--- src/rtl/button_event_pkg.sv ---
// button_event_pkg
//   Shared types and helpers for the button event block.
//   - state_t   : FSM state encoding (IDLE=0, HOLD=1, REPEAT=2)
//   - HOLD_MS_W : width of the hold duration report
//   - get_width : bits needed to represent a non-negative value (minimum 1)
//   - max_int   : larger of two integers, for sizing shared counters
package button_event_pkg;

  typedef enum logic [1:0] {
    IDLE   = 2'd0,
    HOLD   = 2'd1,
    REPEAT = 2'd2
  } state_t;

  localparam int HOLD_MS_W = 16;

  function automatic int get_width(input int value);
    int w;
    w = 1;
    for (int i = 1; i < 31; i++) begin
      if ((value >> i) != 0) w = i + 1;
    end
    return w;
  endfunction

  function automatic int max_int(input int a, input int b);
    return (a > b) ? a : b;
  endfunction

endpackage

--- src/rtl/button_event_if.sv ---
// button_event_if
//   Event bundle between one button_event instance and its consumer.
//   en, btn_i            : controls into the block (enable, debounced level)
//   press_o, release_o,
//   long_o, repeat_o     : single-cycle event pulses out of the block
//   held_o               : level, high while an accepted press is held
//   hold_ms              : ms elapsed since the last accepted press (saturating)
//   master : the side that drives en/btn_i (UI glue or testbench)
//   slave  : the button_event block itself
interface button_event_if;
  import button_event_pkg::*;

  logic                 en;
  logic                 btn_i;
  logic                 press_o;
  logic                 release_o;
  logic                 long_o;
  logic                 repeat_o;
  logic                 held_o;
  logic [HOLD_MS_W-1:0] hold_ms;

  modport master (
    output en, btn_i,
    input  press_o, release_o, long_o, repeat_o, held_o, hold_ms
  );

  modport slave (
    input  en, btn_i,
    output press_o, release_o, long_o, repeat_o, held_o, hold_ms
  );

endinterface

--- src/rtl/button_event_ms_tick.sv ---
// ms_tick
//   Millisecond strobe generator. tick is a 1-cycle pulse every
//   CLK_FREQ*1000 clock cycles; clr restarts the period so the first tick
//   after a clr lands a full period later.
//   clk  : main clock
//   rst  : synchronous reset, active-high
//   clr  : restart the period
//   tick : 1-cycle ms strobe
module ms_tick
  import button_event_pkg::*;
#(
  parameter int CLK_FREQ = 100
) (
  input  logic clk,
  input  logic rst,
  input  logic clr,
  output logic tick
);

  localparam int TICK = CLK_FREQ * 1000;
  localparam int CW   = get_width(TICK - 1);

  logic [CW-1:0] cnt;

  // Down-counter; terminal count 0 is the strobe and also reloads.
  always_ff @(posedge clk) begin
    if (rst || clr || (cnt == '0)) cnt <= CW'(TICK - 1);
    else                           cnt <= cnt - 1'b1;
  end

  // tick depends only on cnt, never on clr, so a caller may derive clr from tick.
  assign tick = (cnt == '0);

endmodule

--- src/rtl/button_event.sv ---
// button_event
//   Turns one debounced button level into single-cycle press / release /
//   long-press / auto-repeat pulses and reports the hold duration in ms.
//   clk : main clock
//   rst : synchronous reset, active-high
//   bus : button_event_if.slave (en, btn_i in; event pulses, held_o, hold_ms out)
//
//   state  | meaning
//   IDLE   | no accepted press; waits for btn_i=1 while armed
//   HOLD   | press accepted, counting towards LONG_MS
//   REPEAT | long press reported, emitting repeat pulses every REPEAT_MS
module button_event
  import button_event_pkg::*;
#(
  parameter int CLK_FREQ  = 100,
  parameter int LONG_MS   = 1000,
  parameter int REPEAT_MS = 200,
  parameter int REPEAT_EN = 1
) (
  input  logic clk,
  input  logic rst,
  button_event_if.slave bus
);

  localparam int MW = get_width(max_int(LONG_MS, REPEAT_MS));

  state_t               state, state_nxt;
  logic                 armed, armed_nxt;
  logic                 long_done, long_done_nxt;
  logic [MW-1:0]        ms_cnt, ms_cnt_nxt, ms_inc;
  logic [HOLD_MS_W-1:0] hold_q, hold_nxt;
  logic                 press_q, press_nxt;
  logic                 release_q, release_nxt;
  logic                 long_q, long_nxt;
  logic                 repeat_q, repeat_nxt;
  logic                 held_q, held_nxt;
  logic                 tick, tick_clr;

  ms_tick #(.CLK_FREQ(CLK_FREQ)) u_ms_tick (
    .clk  (clk),
    .rst  (rst),
    .clr  (tick_clr),
    .tick (tick)
  );

  always_ff @(posedge clk) begin
    if (rst) begin
      state     <= IDLE;
      armed     <= 1'b0;
      long_done <= 1'b0;
      ms_cnt    <= '0;
      hold_q    <= '0;
      press_q   <= 1'b0;
      release_q <= 1'b0;
      long_q    <= 1'b0;
      repeat_q  <= 1'b0;
      held_q    <= 1'b0;
    end else begin
      state     <= state_nxt;
      armed     <= armed_nxt;
      long_done <= long_done_nxt;
      ms_cnt    <= ms_cnt_nxt;
      hold_q    <= hold_nxt;
      press_q   <= press_nxt;
      release_q <= release_nxt;
      long_q    <= long_nxt;
      repeat_q  <= repeat_nxt;
      held_q    <= held_nxt;
    end
  end

  always_comb begin
    state_nxt     = state;
    armed_nxt     = armed;
    long_done_nxt = long_done;
    ms_cnt_nxt    = ms_cnt;
    hold_nxt      = hold_q;
    held_nxt      = held_q;
    press_nxt     = 1'b0;
    release_nxt   = 1'b0;
    long_nxt      = 1'b0;
    repeat_nxt    = 1'b0;
    tick_clr      = 1'b0;
    ms_inc        = ms_cnt + 1'b1;

    case (state)
      IDLE: begin
        // Arming requires seeing the button released while enabled, so a
        // level held across reset or an en rise is never taken as a press.
        if (!bus.en) begin
          armed_nxt = 1'b0;
        end else if (!bus.btn_i) begin
          armed_nxt = 1'b1;
        end else if (armed) begin
          press_nxt     = 1'b1;
          held_nxt      = 1'b1;
          hold_nxt      = '0;
          ms_cnt_nxt    = '0;
          long_done_nxt = 1'b0;
          armed_nxt     = 1'b0;
          tick_clr      = 1'b1;
          state_nxt     = HOLD;
        end
      end

      HOLD, REPEAT: begin
        if (!bus.en) begin
          // Silent abort: no release pulse, hold_ms keeps its value.
          armed_nxt = 1'b0;
          held_nxt  = 1'b0;
          state_nxt = IDLE;
        end else if (!bus.btn_i) begin
          // Release has priority over a long/repeat due in the same cycle.
          release_nxt = 1'b1;
          held_nxt    = 1'b0;
          armed_nxt   = 1'b1;
          state_nxt   = IDLE;
        end else if (tick) begin
          if (hold_q != '1) hold_nxt = hold_q + 1'b1;
          if (state == HOLD) begin
            if (!long_done) begin
              if (ms_inc == MW'(LONG_MS)) begin
                long_nxt   = 1'b1;
                ms_cnt_nxt = '0;
                tick_clr   = 1'b1;
                if (REPEAT_EN != 0) state_nxt     = REPEAT;
                else                long_done_nxt = 1'b1;
              end else begin
                ms_cnt_nxt = ms_inc;
              end
            end
          end else begin
            if (ms_inc == MW'(REPEAT_MS)) begin
              repeat_nxt = 1'b1;
              ms_cnt_nxt = '0;
              tick_clr   = 1'b1;
            end else begin
              ms_cnt_nxt = ms_inc;
            end
          end
        end
      end

      default: state_nxt = IDLE;
    endcase
  end

  assign bus.press_o   = press_q;
  assign bus.release_o = release_q;
  assign bus.long_o    = long_q;
  assign bus.repeat_o  = repeat_q;
  assign bus.held_o    = held_q;
  assign bus.hold_ms   = hold_q;

endmodule

--- src/flat_wrapper.sv ---
// flat-port wrapper written by rule: the top's interface ports become plain ports
module button_event_flat import button_event_pkg::*;
#(
  parameter int CLK_FREQ  = 100,
  parameter int LONG_MS   = 1000,
  parameter int REPEAT_MS = 200,
  parameter int REPEAT_EN = 1
)
  (clk, rst, bus_en, bus_btn_i, bus_press_o, bus_release_o, bus_long_o, bus_repeat_o, bus_held_o, bus_hold_ms);
  button_event_if bus_i ();
  input  logic clk;
  input  logic rst;
  input wire logic [$bits(bus_i.en)-1:0] bus_en;
  input wire logic [$bits(bus_i.btn_i)-1:0] bus_btn_i;
  output wire logic [$bits(bus_i.press_o)-1:0] bus_press_o;
  output wire logic [$bits(bus_i.release_o)-1:0] bus_release_o;
  output wire logic [$bits(bus_i.long_o)-1:0] bus_long_o;
  output wire logic [$bits(bus_i.repeat_o)-1:0] bus_repeat_o;
  output wire logic [$bits(bus_i.held_o)-1:0] bus_held_o;
  output wire logic [$bits(bus_i.hold_ms)-1:0] bus_hold_ms;
  assign bus_i.en = bus_en;
  assign bus_i.btn_i = bus_btn_i;
  assign bus_press_o = bus_i.press_o;
  assign bus_release_o = bus_i.release_o;
  assign bus_long_o = bus_i.long_o;
  assign bus_repeat_o = bus_i.repeat_o;
  assign bus_held_o = bus_i.held_o;
  assign bus_hold_ms = bus_i.hold_ms;
  button_event #(.CLK_FREQ(CLK_FREQ), .LONG_MS(LONG_MS), .REPEAT_MS(REPEAT_MS), .REPEAT_EN(REPEAT_EN)) u_core (.clk(clk), .rst(rst), .bus(bus_i));
endmodule
--- config.mk ---
export PLATFORM = sky130hd
export DESIGN_NAME = button_event_flat
export DESIGN_NICKNAME = d
export VERILOG_FILES = /design/src/rtl/button_event_pkg.sv /design/src/rtl/button_event_if.sv /design/src/rtl/button_event_ms_tick.sv /design/src/rtl/button_event.sv /design/src/flat_wrapper.sv
export SDC_FILE = /design/constraint.sdc
export NUM_CORES = 1
export LEC_CHECK = 0
export CORE_UTILIZATION = 45
export CTS_BUF_LIST = sky130_fd_sc_hd__clkbuf_8
export DETAILED_ROUTE_END_ITERATION = 7
export PLACE_DENSITY = 0.69
export SLEW_MARGIN = 25
export SYNTH_ARGS = -nofsm -noshare
export SYNTH_HDL_FRONTEND = slang
export SYNTH_SLANG_ARGS = --single-unit
--- constraint.sdc ---
create_clock -name clk -period 2.3 [get_ports clk]
set_input_delay 0.23 -clock clk [delete_from_list [all_inputs] [get_ports clk]]
set_output_delay 0.23 -clock clk [all_outputs]
set_load 0.02 [all_outputs]
==> flow_metrics.env, run 1 <==
export IMPL_wire_per_inst_um=13.7
export IMPL_crit_family="compound AO/OA/AOI/OAI gates"
export IMPL_fin_hold_ws_ps=413
export IMPL_gp_congestion=0.825
export IMPL_p_per_area_nw_per_um2=471
export IMPL_hold_buffers=0
export IMPL_p_leak_nw=1.15
export IMPL_die_x_um=78.9
export IMPL_finClkSkew_ps=7.19
export IMPL_grt_remaining_overflow=0
export IMPL_htree_levels=2
export IMPL_vias_per_cell=5.60
export IMPL_grt_max_degree=16
export IMPL_pin_count=25
export IMPL_yosysUniqueCellTypes=50
export IMPL_rr_worst_depth=6
export IMPL_end_kind="flop"
export IMPL_ys_top_cells_by_area="dfxtp_1, nor2_1, xor2_1"
export IMPL_cts_resized=0
export IMPL_synth_async_reset_ratio=0
export IMPL_first_global_vias=2223
export IMPL_initial_core_util=0.475
export IMPL_min_delay_start="u_core.u_ms_tick.cnt[0]"
export IMPL_crit_fanout=7
export IMPL_maxCapViolations=0
export IMPL_finalCriticalPeriod_ps=2160
export IMPL_antenna_found_initial=0
export IMPL_hold_depth=1
export IMPL_clk_pin_slew_ps=90
export IMPL_worstPathArrival_ps=2360
export IMPL_ys_seq_area_frac=0.383
export IMPL_hold_path_class="flop to flop"
export IMPL_postCtsSetupRepairBufs=0
export IMPL_drc=0
export IMPL_dieHeight_um=78.9
export IMPL_r2r_start="u_core.ms_cnt[5]"
export IMPL_cts_tree="built"
export IMPL_synth_edf_count=0
export IMPL_post_route_period_util=0.941
export IMPL_area_growth_pct=20.2
export IMPL_syn_inst=317
export IMPL_cts_buffer_depth=2
export IMPL_status="complete, no violations"
export IMPL_path_buf_inv=0
export IMPL_drt_total_wl_um=5890
export IMPL_max_vdd_ir_drop_mv=0.280
export IMPL_slowest_stage="or4_1"
export IMPL_drtIter0Drc=160
export IMPL_slew_violations=0
export IMPL_cp_startpoint="u_core.ms_cnt[5]"
export IMPL_crit_type="flop to flop"
export IMPL_dp_cells=422
export IMPL_ys_seq_elements=51
export IMPL_relSlewSlack=0.737
export IMPL_timing_rr_end="u_core.ms_cnt[0]"
export IMPL_die_area_um2=6230
export IMPL_final_cells=430
export IMPL_yosysTopAreaCell="dfxtp_1"
export IMPL_coreArea_um2=5610
export IMPL_netlist_area_um2=2660
export IMPL_dp_hpwl_um=4340
export IMPL_worstPathRequired_ps=2490
export IMPL_finalPower_w=0.00151
export IMPL_io_buffers=24
export IMPL_cts_root_buf="clkbuf_8"
export IMPL_drt_first_pass_iters=4
export IMPL_cts_sinks=51
export IMPL_stdcell_area_um2=3200
export IMPL_final_common_cell="dfxtp_1"
export IMPL_grt_usage=0.208
export IMPL_cts_buffers=5
export IMPL_slowest_delay_ps=540
export IMPL_grt_pass1_wl_um=10300
export IMPL_fin_util=0.571
export IMPL_reg2reg_slack_ps=140
export IMPL_drive_above_1_share=0.117
export IMPL_layout_nets=369
export IMPL_antenna_cells=0
export IMPL_synth_ff_type="dfxtp_1"
export IMPL_hold_violations=0
export IMPL_ys_warnings_count=0
export IMPL_hold_path_end="u_core.u_ms_tick.cnt[0]"
export IMPL_row_count=27
export IMPL_mostFrequentLayoutCells="dfxtp_1, nor2_1, nand2_1, clkdlybuf4s50_1, nand3_1"
export IMPL_worstSetupStartpointType="flop"
export IMPL_worstMarginPinSlew_ps=394
export IMPL_synth_top_area_share=0.383
export IMPL_fmaxAchievable_mhz=462
export IMPL_vias=2407
export IMPL_avgSynthCellArea_um2=8.40
export IMPL_post_dp_cell_area_um2=3100
export IMPL_crit_chain="nand4_2 > or4_1 > a222oi_1 > a22oi_2 > o21ai_1 > o21ai_0"
export IMPL_setup_viol=0
export IMPL_worstSkewPairLatency_ps=310
export IMPL_postRouteAntennaNets=0
export IMPL_syn_num_nets=329
==> Yosys cell counts, types with 6 or more instances <==
library cell,instances
dfxtp_1,51
nor2_1,46
nand2_1,32
nand3_1,22
xor2_1,14
xnor2_1,12
a21oi_1,11
inv_1,10
nand4_1,10
ha_1,8
nor3_1,8
o21ai_0,8
and2_1,7
and3_1,7
clkbuf_1,7
or3_1,6
==> report_power, final <==
part / total [W] / switching [W] / internal, W
combinational: 0.0000690 / 0.0000425 / 0.0000265
sequential: 0.000894 / 0.00000530 / 0.000889
clock: 0.000545 / 0.000302 / 0.000243
==> per-stage QoR <==
stage,setup TNS (ps),worst slack [ps]
2_1_floorplan,0,105
3_3_place_gp,0,148
3_5_place_dp,0,51.9
4_1_cts,0,16.4
5_1_grt,-237,-44.5
6_report,0,135
==> worst max-delay path by stage <==
stage,to,slack [ps],depth (start not counted)
5_1_grt,u_core.bus.hold_ms[14],-40,8
6_report,u_core.ms_cnt[0],140,6
4_1_cts,u_core.bus.hold_ms[14],20,8
2_1_floorplan,u_core.ms_cnt[4],100,8
3_5_place_dp,u_core.bus.hold_ms[14],50,8
3_3_place_gp,u_core.ms_cnt[0],150,6
==> registers in the layout, indices dropped and copies added, names as in the netlist <==
| signal | count |
|---|---|
| u_core.u_ms_tick.cnt | 17 |
| u_core.bus.hold_ms | 16 |
| u_core.ms_cnt | 10 |
| u_core.state | 2 |
| u_core.armed | 1 |
| u_core.bus.held_o | 1 |
| u_core.bus.long_o | 1 |
| u_core.bus.press_o | 1 |
| u_core.bus.release_o | 1 |
| u_core.bus.repeat_o | 1 |
==> final cells by class <==
class	count	area (µm²)
Clock buffer	6	82.6
Clock inverter	2	12.5
Fill cell	557	2410
Inverter	10	37.5
Multi-Input combinational cell	245	1570
Sequential cell	51	1020
Tap cell	72	90.1
Timing Repair Buffer	44	390
==> layer usage <==
metal / wire length (µm) / GRT usage / vias to the layer above
met1: 2940 / 0.288 / 1131
met4: 68 / 0.0618 / 0
li1: - / - / 1210
met2: 2580 / 0.325 / 60
met5: 0 / 0 / -
met3: 299 / 0.0414 / 6
==> cells by family after synthesis <==
group	synth area share
xor gates and xnor gates	0.0855
DFF	0.383
muxes	0.00798
adders and majority gates	0.0376
buffers and inverters	0.0324
AOI/OAI and AO/OA	0.133
and+or+nand+nor	0.320
==> worst reg2reg max path, stage by stage (launching register included) <==
cell and delay, ps:
dfxtp_1 380, nand4_2 140, or4_1 540, a222oi_1 400, a22oi_2 220, o21ai_1 270, o21ai_0 110
Power figures use the tool's default switching activity.
==> run 2: changes to the inputs <==
- CORE_ASPECT_RATIO: default -> 1.75
- RECOVER_POWER: default -> 50
- SLEW_MARGIN: 25 -> 0
==> flow_metrics.env, run 2 (same netlist as run 1, synthesis figures left out) <==
export IMPL_dp_hpwl_um=4750
export IMPL_hold_violations=0
export IMPL_antenna_cells=0
export IMPL_final_cells=436
export IMPL_cts_buffer_depth=2
export IMPL_setup_viol=0
export IMPL_die_area_um2=6240
export IMPL_worstSetupStartpointType="flop"
export IMPL_post_route_period_util=0.946
export IMPL_relSlewSlack=0.653
export IMPL_reg2reg_slack_ps=120
export IMPL_drt_first_pass_iters=4
export IMPL_regMostFlops="u_core.u_ms_tick.cnt"
export IMPL_row_count=36
export IMPL_min_delay_start="u_core.u_ms_tick.cnt[0]"
export IMPL_rr_worst_depth=6
export IMPL_cp_startpoint="u_core.ms_cnt[5]"
export IMPL_cts_root_buf="clkbuf_8"
export IMPL_worstPathRequired_ps=2510
export IMPL_grt_max_degree=15
export IMPL_max_vdd_ir_drop_mv=0.400
export IMPL_pin_count=25
export IMPL_fmaxAchievable_mhz=460
export IMPL_drive_above_1_share=0.125
export IMPL_htree_levels=2
export IMPL_io_buffers=24
export IMPL_worstMarginPinSlew_ps=507
export IMPL_rsz0062_at_grt="no"
export IMPL_hold_path_class="flop to flop"
export IMPL_timing_rr_end="u_core.state[0]"
export IMPL_end_kind="flop"
export IMPL_status="complete, no violations"
export IMPL_final_common_cell="dfxtp_1"
export IMPL_drt_total_wl_um=6210
export IMPL_vias=2421
export IMPL_drc=0
export IMPL_layout_nets=371
export IMPL_crit_fanout=6
export IMPL_fin_util=0.570
export IMPL_crit_type="flop to flop"
export IMPL_slew_violations=0
export IMPL_postRouteAntennaNets=0
export IMPL_coreArea_um2=5630
export IMPL_dp_cells=427
export IMPL_initial_core_util=0.473
export IMPL_maxCapViolations=0
export IMPL_vias_per_cell=5.55
export IMPL_p_per_area_nw_per_um2=457
export IMPL_drtIter0Drc=116
export IMPL_wire_per_inst_um=14.2
export IMPL_die_x_um=60.2
export IMPL_grt_remaining_overflow=0
export IMPL_cts_tree="built"
export IMPL_gp_congestion=0.861
export IMPL_largest_register_ffs=17
export IMPL_hold_depth=1
export IMPL_finalCriticalPeriod_ps=2180
export IMPL_worstPathArrival_ps=2390
export IMPL_p_leak_nw=1.22
export IMPL_grt_pass1_wl_um=10600
export IMPL_finClkSkew_ps=6.42
export IMPL_antenna_found_initial=0
export IMPL_first_global_vias=2343
export IMPL_worstSkewPairLatency_ps=310
export IMPL_cts_sinks=51
export IMPL_tns_ps=0
export IMPL_mostFrequentLayoutCells="dfxtp_1, nor2_1, nand2_1, nand3_1"
export IMPL_area_growth_pct=20.6
export IMPL_grt_usage=0.217
export IMPL_hold_path_end="u_core.u_ms_tick.cnt[0]"
export IMPL_clk_pin_slew_ps=90
export IMPL_dieHeight_um=104
export IMPL_r2r_start="u_core.ms_cnt[5]"
export IMPL_cts_buffers=5
## run 2: changes by cell type in the layout (fill, tap and decap cells not counted), sizes merged
cell           change
dlygate4sd3       +21
inv                +1
buf                +1
clkdlybuf4s50     -21
## run 2: cell type report
type / instances / area, µm²
fillers: 540 / 2420
multi-input cells: 245 / 1580
flip-flops and latches: 51 / 1020
repair buffers: 46 / 402
well taps: 76 / 95.1
clock buffers: 5 / 68.8
inverters: 10 / 37.5
clock inverters: 3 / 12.5
## run 2: metrics by stage
| step | total power [W] | hold slack [ps] | instance area (µm²) | setup WS, ps |
|---|---|---|---|---|
| floorplan | 0.000955 | 371 | 2660 | 105 |
| global placement | 0.000982 | 383 | 3110 | 161 |
| detailed placement | 0.000983 | 393 | 3110 | 107 |
| CTS | 0.00148 | 415 | 3190 | 68.2 |
| global route | 0.00153 | 433 | 3210 | 3.04 |
| finish | 0.00147 | 420 | 3210 | 124 |
## run 2: worst max-delay path by stage
| stage | slack [ps] | to |
|---|---|---|
| final | 120 | u_core.state[0] |
| after global routing | 3 | u_core.ms_cnt[0] |
| after CTS | 70 | u_core.bus.hold_ms[14] |
| after detailed placement | 110 | u_core.bus.hold_ms[14] |
| after global placement | 160 | u_core.bus.hold_ms[0] |
| after floorplan | 100 | u_core.ms_cnt[4] |
## run 2: per-layer routing
layer	up-vias	global-route usage	wire length (µm)
li1	1206	-	-
met1	1163	0.250	2510
met2	44	0.381	3420
met3	8	0.0424	181
met4	0	0.0748	91
met5	-	0	0
## run 2: worst max-delay path, cell delays in order (launching register included)
cell and delay (ps):
dfxtp_1 380, nand4_2 130, or4_1 540, and2_4 210
nor4_4 430, a31oi_1 160, o2bb2a_4 220
## run 2: power breakdown
part	switching (W)	internal [W]
logic	0.0000426	0.0000259
clock network	0.000300	0.000206
registers	0.00000547	0.000889
total	0.000348	0.00112
## run 2: what timing repair did
item / CTS / global route
hold buffers: 0 / 0
resized for setup: 0 / 7
buffers inserted: 0 / 1
setup endpoints to repair: 0 / 15
